==> src/rtl/fetch_pkg.sv <==
// Shared types and constants for the instruction fetch sequencer.
// Holds the state encoding, the canonical NOP and the PC width.
package fetch_pkg;

   localparam int XLEN = 64;

   localparam logic [31:0] NOP = 32'h0000_0013;

   typedef enum logic [1:0] {
      RUN      = 2'd0,
      HALT_END = 2'd1,
      HALT_ERR = 2'd2
   } fetch_state_e;

endpackage

==> src/rtl/fetch_sequencer_if.sv <==
// Instruction memory bus between the fetch sequencer and the memory.
// The memory answers combinationally for the address it is given.
interface fetch_sequencer_if;
   import fetch_pkg::*;

   logic [XLEN-1:0] inst_address;
   logic [31:0]     instruction;

   modport master (
      output inst_address,
      input  instruction
   );

   modport slave (
      input  inst_address,
      output instruction
   );

endinterface

==> src/rtl/fetch_sequencer_sat_counter.sv <==
// 32-bit saturating up-counter with a hold enable.
// Sticks at all-ones rather than wrapping.
module sat_counter (
   input  logic        clk,
   input  logic        reset_n,
   input  logic        en,
   output logic [31:0] count
);

   always_ff @(posedge clk) begin
      if (!reset_n) begin
         count <= '0;
      end else if (en && (count != 32'hFFFF_FFFF)) begin
         count <= count + 32'd1;
      end
   end

endmodule

==> src/rtl/fetch_sequencer.sv <==
// PC sequencer and IF/ID register for the fetch stage.
// Events are decoded one-hot, then applied by a single state machine.
module fetch_sequencer
   import fetch_pkg::*;
#(
   parameter int              IMEM_BYTES = 32,
   parameter logic [XLEN-1:0] RESET_PC   = '0
) (
   input  logic                clk,
   input  logic                reset_n,
   input  logic                stall,
   input  logic                redirect,
   input  logic [XLEN-1:0]     redirect_pc,
   fetch_sequencer_if.master   imem,
   output logic [XLEN-1:0]     ifid_pc,
   output logic [31:0]         ifid_instr,
   output logic                ifid_valid,
   output logic                halted,
   output logic                misalign_err,
   output logic [31:0]         fetch_count
);

   localparam logic [XLEN-1:0] PC_LAST = XLEN'(IMEM_BYTES - 4);

   fetch_state_e    state;
   logic [XLEN-1:0] pc;

   logic aligned;
   logic in_range;
   logic ev_bad;
   logic ev_jump;
   logic ev_end;
   logic ev_step;

   assign imem.inst_address = pc;
   assign halted            = (state != RUN);

   assign aligned  = (redirect_pc[1:0] == 2'b00);
   assign in_range = (pc <= PC_LAST);

   // Priority is folded in here so the FSM sees mutually exclusive events.
   always_comb begin
      ev_bad  = 1'b0;
      ev_jump = 1'b0;
      ev_end  = 1'b0;
      ev_step = 1'b0;
      if (state != HALT_ERR && redirect) begin
         ev_bad  = !aligned;
         ev_jump = aligned;
      end else if (state == RUN && !stall) begin
         ev_end  = !in_range;
         ev_step = in_range;
      end
   end

   always_ff @(posedge clk) begin
      if (!reset_n) begin
         state        <= RUN;
         pc           <= RESET_PC;
         ifid_pc      <= '0;
         ifid_instr   <= NOP;
         ifid_valid   <= 1'b0;
         misalign_err <= 1'b0;
      end else begin
         unique case (1'b1)
            ev_bad: begin
               state        <= HALT_ERR;
               misalign_err <= 1'b1;
               ifid_valid   <= 1'b0;
               ifid_instr   <= NOP;
            end
            ev_jump: begin
               state      <= RUN;
               pc         <= redirect_pc;
               ifid_valid <= 1'b0;
               ifid_instr <= NOP;
            end
            ev_end: begin
               state      <= HALT_END;
               ifid_valid <= 1'b0;
               ifid_instr <= NOP;
            end
            ev_step: begin
               ifid_pc    <= pc;
               ifid_instr <= imem.instruction;
               ifid_valid <= 1'b1;
               pc         <= pc + XLEN'(4);
            end
            default: begin
            end
         endcase
      end
   end

   sat_counter u_fetch_count (
      .clk     (clk),
      .reset_n (reset_n),
      .en      (ev_step),
      .count   (fetch_count)
   );

endmodule

==> src/flat_wrapper.sv <==
// flat-port wrapper written by rule: the top's interface ports become plain ports
module fetch_sequencer_flat import fetch_pkg::*;
#(
   parameter int              IMEM_BYTES = 32,
   parameter logic [XLEN-1:0] RESET_PC   = '0
)
  (clk, reset_n, stall, redirect, redirect_pc, ifid_pc, ifid_instr, ifid_valid, halted, misalign_err, fetch_count, imem_inst_address, imem_instruction);
  fetch_sequencer_if imem_i ();
  input  logic clk;
  input  logic reset_n;
  input  logic stall;
  input  logic redirect;
  input  logic [XLEN-1:0] redirect_pc;
  output logic [XLEN-1:0] ifid_pc;
  output logic [31:0] ifid_instr;
  output logic ifid_valid;
  output logic halted;
  output logic misalign_err;
  output logic [31:0] fetch_count;
  output wire logic [$bits(imem_i.inst_address)-1:0] imem_inst_address;
  input wire logic [$bits(imem_i.instruction)-1:0] imem_instruction;
  assign imem_inst_address = imem_i.inst_address;
  assign imem_i.instruction = imem_instruction;
  fetch_sequencer #(.IMEM_BYTES(IMEM_BYTES), .RESET_PC(RESET_PC)) u_core (.clk(clk), .reset_n(reset_n), .stall(stall), .redirect(redirect), .redirect_pc(redirect_pc), .imem(imem_i), .ifid_pc(ifid_pc), .ifid_instr(ifid_instr), .ifid_valid(ifid_valid), .halted(halted), .misalign_err(misalign_err), .fetch_count(fetch_count));
endmodule
==> config.mk <==
export PLATFORM = sky130hd
export DESIGN_NAME = fetch_sequencer_flat
export DESIGN_NICKNAME = d
export VERILOG_FILES = /design/src/rtl/fetch_pkg.sv /design/src/rtl/fetch_sequencer_if.sv /design/src/rtl/fetch_sequencer_sat_counter.sv /design/src/rtl/fetch_sequencer.sv /design/src/flat_wrapper.sv
export SDC_FILE = /design/constraint.sdc
export NUM_CORES = 1
export LEC_CHECK = 0
export CORE_MARGIN = 2
export CORE_UTILIZATION = 46
export DETAILED_ROUTE_END_ITERATION = 10
export PLACE_DENSITY = 0.93
export SLEW_MARGIN = 25
export SYNTH_ARGS = -nofsm -noshare
export SYNTH_HDL_FRONTEND = slang
export SYNTH_HIERARCHICAL = 1
export SYNTH_SLANG_ARGS = --single-unit
export TNS_END_PERCENT = 1
==> constraint.sdc <==
create_clock -name clk -period 7.2 [get_ports clk]
set_clock_uncertainty 0.05 [all_clocks]
set_input_delay 1.08 -clock clk [delete_from_list [all_inputs] [get_ports clk]]
set_output_delay 1.08 -clock clk [all_outputs]
set_load 0.1 [all_outputs]
==> results of run 1 <==
Yosys cell counts, types with 2 or more instances:
cell / n / area share [%]
xnor2_1: 4 / 0.50
nand2b_1: 10 / 0.89
o311ai_0: 2 / 0.25
mux2i_1: 7 / 1.0
o21ai_0: 9 / 0.64
o31ai_1: 11 / 1.2
clkbuf_1: 36 / 1.9
and3_1: 6 / 0.54
a22o_1: 29 / 3.6
inv_1: 4 / 0.21
nand3_2: 2 / 0.29
or4_1: 11 / 1.2
a31oi_1: 3 / 0.27
o22a_1: 3 / 0.37
o211ai_1: 5 / 0.54
nand2_1: 138 / 7.4
buf_4: 2 / 0.21
a21oi_1: 82 / 5.8
nor2_1: 17 / 0.91
and4_1: 6 / 0.75
and2_1: 62 / 5.5
or3_1: 6 / 0.54
nand4_1: 13 / 1.2
nor3_1: 10 / 0.71
ha_1: 2 / 0.36
buf_1: 6 / 0.32
dfxtp_1: 196 / 56
nand4b_1: 2 / 0.25
nor4_1: 20 / 1.8
buf_2: 3 / 0.21
nand3_1: 22 / 1.6
or4_4: 3 / 0.48
o41ai_1: 3 / 0.37
how the worst min path moves through the flow:
stage	startpoint	end	depth (start not counted)
floorplan	u_core/state[0]	u_core/state[0]	2
global placement	u_core/ifid_pc[62]	u_core/ifid_pc[62]	1
detailed placement	u_core/ifid_pc[41]	u_core/ifid_pc[41]	1
CTS	u_core/ifid_pc[45]	u_core/ifid_pc[45]	1
global route	u_core/ifid_pc[25]	u_core/ifid_pc[25]	1
finish	u_core/ifid_pc[45]	u_core/ifid_pc[45]	1
layer usage:
| metal | share of wire (%) | vias up | GRT usage [%] |
|---|---|---|---|
| li1 | - | 3195 | - |
| met1 | 40 | 3137 | 29.7 |
| met2 | 47 | 307 | 40.0 |
| met5 | 0.063 | - | 0 |
| met4 | 2.8 | 2 | 9.83 |
| met3 | 9.7 | 40 | 8.38 |
metrics by stage:
stage                     util [%]  worst slack (ns)
after CTS                     71.1              2.90
final                         71.2              2.83
after detailed placement      67.1              2.48
after global routing          71.2              2.70
after floorplan                  -              3.28
after global placement        67.1              2.69
sequential cells by signal (all words and copies together) (netlist names):
signal / flops
u_core/ifid_instr: 32
u_core/ifid_pc: 64
u_core/imem.inst_address: 64
u_core/u_fetch_count/count: 32
u_core/misalign_err: 1
u_core/state: 2
u_core/ifid_valid: 1
logic make-up after synthesis:
logic type / after synthesis
simple gates: 332
flops: 196
compound gates: 158
buf+inv: 52
mux: 7
xor+xnor: 5
fa+ha+maj: 2
power by group:
group	total, µW	internal [µW]	leakage (µW)	switching, µW
combinational	285	95.3	0.00191	190
sequential	1110	1100	0.00158	12.3
clock	955	526	0.000286	429
layout make-up:
type                    instances  area (µm²)
inverters                       4        15.0
flip-flops and latches        196        3920
clock inverters                13         166
multi-input cells             504        2920
well taps                     188         235
repair buffers                303        3010
fillers                      1092        4330
clock buffers                  19         433
worst register-to-register path: cells and delay by family (launching register included):
kind	cells	cell delay, ns
and+or+nand+nor	8	3.69
AOI/OAI and AO/OA	1	0.14
DFF	1	0.33
==> metrics.txt, run 1 <==
H-tree depth 4; initial antenna violation count 1; final net count 1128; clk_lat worst skew 0.42 ns; Placed Cells 1195; area post-placement 10100 µm²; maxcap violations 0; gpl congestion 0.905; cts hold-fix bufs 0; fin crit share 60.7%; commonest non-fill, non-tap cells in the layout clkdlybuf4s50_1, dfxtp_1, nand2_1, a21oi_1, and2_1; xor-xnor portion of the synthesized cell area 0.624%; prevailing post-synth register cell dfxtp_1; DRC 0; Seq/Total Area, Yosys 55.9%; synth warn 6; largest net degree at the start of global routing 66; Die X 128 µm; drt pass-1 iters 5; leakage 0.00378 µW; Post-Route WL 20700 µm; HP Class reg2reg; port bufs 294; total CTS buffers 17; fin crit period 4.37 ns; # rows 45; CP max stage delay 0.67 ns; area of the core 15000 µm²; mux cell area share after synthesis 0.999%; area grow syn2layout 52.5%; Mapped Cells 752; final non-filler cell total 1227; Starting Density 46.7%; CTS tree yes; Post-CTS Setup Repair Bufs 0; Setup crit start redirect; total gr overflow 0; Max VDD drop 0.000159 V; CP arrival 4.66 ns; GRT Total Usage 24.5%; drt wl/cell 16.9 µm; initial DRC count 556; layout cells sized above 1 5.39%; FMAX 229 MHz; Critical-path top delay cell or4_4; Final Setup Violations 0; CTS resizes 0; critical path endpoint category register; synthesized cell area 7020 µm²; Critical Path RT 7.49 ns; Crit Path Class in2reg; Clock Sinks 196; FF-to-FF End u_core/u_fetch_count/count[31]; Post-synth ARST share 0%; RSZ-0062 raised after global routing false; number of enable flip-flop cells after synthesis 0; CP bufs+invs 1; relative max-transition margin 29.3%; leading cell type in the layout, fill and taps excluded clkdlybuf4s50_1; status completed; Detailed Place HPWL 14800 µm; Synth Area in Simple Gates 24.5%; vias in the first global route 6260; first-pass GRT wire length 32100 µm; routed vias 6681; Avg Cell Area, Syn 9.33 µm²; fin. max-slew vios 0; WP depth 9; crit-path cells clkdlybuf4s50_1, nor2_1, nand2_1, nor2_1, nand4_1, or4_4, or3_1, or4_1, a21oi_1; most frequent CP cell nor2_1; post-synthesis adder-cell area fraction 0.357%; Ant. Diodes 0; Vias per Instance 5.44; pwr dens 220 nW/µm²; family with the most delay on the worst path simple AND/OR/NAND/NOR gates; total design power 2350 µW; CTS root buf clkbuf_16; cells on worst reg2reg path 9; Compound-Gate Fraction of Synth Area 14.5%; Syn Nets 854; Seq cells post-synth 196; Die ar. 16300 µm²; Worst Setup Start Kind primary input; Clock Tree Buf Depth 2; Least-Margin Pin Slew 1.06 ns; Yosys cell types 50; final instance area 10700 µm²; Worst setup endpoint u_core/u_fetch_count/count[31]; Die Y 128 µm; FF-to-FF setup slack 2.90 ns; setup TNS 0 ns; final hold vios 0; final hold slack 0.410 ns; Max FO, Critical Path 12; clock-pin slew on the worst setup and hold paths 0.07 ns; boundary pin count 295; largest family of logic cells by synthesized area simple AND/OR/NAND/NOR gates; RR Startpoint u_core/imem.inst_address[15]; Final ANT Viol Nets 0
Note: power is estimated with default switching activity, not from simulation.
==> run 2, diff against run 1 <==
Settings changed: CORE_UTILIZATION 46 to 38, PLACE_DENSITY 0.93 to 0.83.
Clock period 7.2 ns to 3.8 ns, I/O delays scaled along.
==> metrics.txt, run 2 (same netlist as run 1, synthesis figures left out) <==
status completed; FMAX 276 MHz; # rows 49; routed vias 6611; cts hold-fix bufs 0; Starting Density 38.9%; Die X 140 µm; area grow syn2layout 54.5%; final hold vios 0; drt wl/cell 16.8 µm; setup TNS 0 ns; fin crit period 3.62 ns; gpl congestion 0.841; Least-Margin Pin Slew 1.06 ns; Final Setup Violations 0; relative max-transition margin 28.9%; Max VDD drop 0.000323 V; port bufs 294; vias in the first global route 6359; HP Class reg2reg; Clock Tree Buf Depth 2; Critical Path RT 4.11 ns; critical path endpoint category register; layout cells sized above 1 10.5%; total CTS buffers 17; fin. max-slew vios 0; fin crit share 95.2%; Switch Pwr 1230 µW; DRC 0; leading cell type in the layout, fill and taps excluded clkdlybuf4s50_1; Max FO, Critical Path 11; total design power 4420 µW; maxcap violations 0; largest net degree at the start of global routing 64; sw frac 27.7%; GRT Total Usage 21.3%; Crit Path Class reg2reg; Die ar. 19600 µm²; Final ANT Viol Nets 0; commonest non-fill, non-tap cells in the layout clkdlybuf4s50_1, dfxtp_1, nand2_1, a21oi_1, and2_1; Vias per Instance 5.18; area of the core 18000 µm²; CTS tree yes; Clock Sinks 196; clk_lat worst skew 0.43 ns; pwr dens 408 nW/µm²; leakage 0.00381 µW; Worst Setup Start Kind register; clock-pin slew on the worst setup and hold paths 0.08 ns; drt pass-1 iters 4; H-tree depth 4; Post-Route WL 21400 µm; Post-CTS Setup Repair Bufs 0; boundary pin count 295; Detailed Place HPWL 15400 µm; initial DRC count 364; final net count 1136; Die Y 140 µm; Ant. Diodes 0; CP arrival 3.93 ns; initial antenna violation count 1; RSZ-0062 raised after global routing false; part of the power in registers 47.6%; clock network power share 39.9%; CTS root buf clkbuf_16; Cell Int Power 3200 µW; total gr overflow 0; fill count 1541; first-pass GRT wire length 33700 µm; Comb pwr share 12.4%; CTS resizes 0
==> run 2: changes by cell type in the layout (fill, tap and decap cells not counted), sizes merged <==
cell / before / now
bufinv: 2 / 1
clkbuf: 19 / 18
clkinvlp: 2 / 3
inv: 10 / 11
buf: 9 / 17
==> run 2: layer usage <==
metal | part of all wire, % | vias up | track usage, %
met3 | 8.6 | 35 | 7.74
li1 | - | 3210 | -
met1 | 42 | 3102 | 25.6
met2 | 47 | 262 | 35.1
met4 | 2.5 | 2 | 7.89
met5 | 0.047 | - | 0
==> run 2: final timing paths <==
path / slack [ns] / from / cells after the start / endpoint
max: 0.18 / u_core/imem.inst_address[10] / 10 / u_core/u_fetch_count/count[29]
min: 0.41 / u_core/ifid_pc[15] / 1 / u_core/ifid_pc[15]
max reg2reg: 0.18 / u_core/imem.inst_address[10] / 10 / u_core/u_fetch_count/count[29]
min reg2reg: 0.41 / u_core/ifid_pc[15] / 1 / u_core/ifid_pc[15]
==> run 2: area by class of cell <==
type | instances | area [µm²] | share of cell area (%)
flip-flops and latches | 196 | 3980 | 36.7
well taps | 229 | 287 | 2.64
inverters | 4 | 15.0 | 0.139
clock buffers | 18 | 429 | 3.96
clock inverters | 14 | 143 | 1.32
repair buffers | 311 | 3070 | 28.3
multi-input cells | 504 | 2910 | 26.9
==> run 2: through the flow <==
| stage | utilization (%) | cells | area (µm²) | hold WS, ns | setup WS (ns) |
|---|---|---|---|---|---|
| 2_1_floorplan | - | 752 | 7070 | 0.448 | 0.0143 |
| 3_3_place_gp | 56.9 | 1244 | 10300 | 0.391 | 0.314 |
| 3_5_place_dp | 56.9 | 1244 | 10300 | 0.393 | 0.267 |
| 4_1_cts | 60.1 | 1276 | 10800 | 0.411 | 0.242 |
| 5_1_grt | 60.1 | 1276 | 10800 | 0.422 | 0.0743 |
| 6_report | 60.1 | 1276 | 10800 | 0.408 | 0.183 |
==> run 2: power by group through the flow <==
stage / Sequential (µW) / Combinational, µW / Clock [µW]
detailed placement: 2160 / 546 / 0
floorplan: 2350 / 135 / 0
global route: 2110 / 577 / 1890
global placement: 2150 / 544 / 0
CTS: 2110 / 548 / 1810
finish: 2110 / 549 / 1770
==> run 2: critical path: stages (launching register included) <==
cell and delay (ns):
dfxtp_2 0.33, nor4_1 0.35, nand4_1 0.27, or4_4 0.61, nor2_1 0.25, nand4_1 0.18, buf_4 0.21, nor4_1 0.49
nand4_1 0.19, or4_1 0.44, a21oi_1 0.17
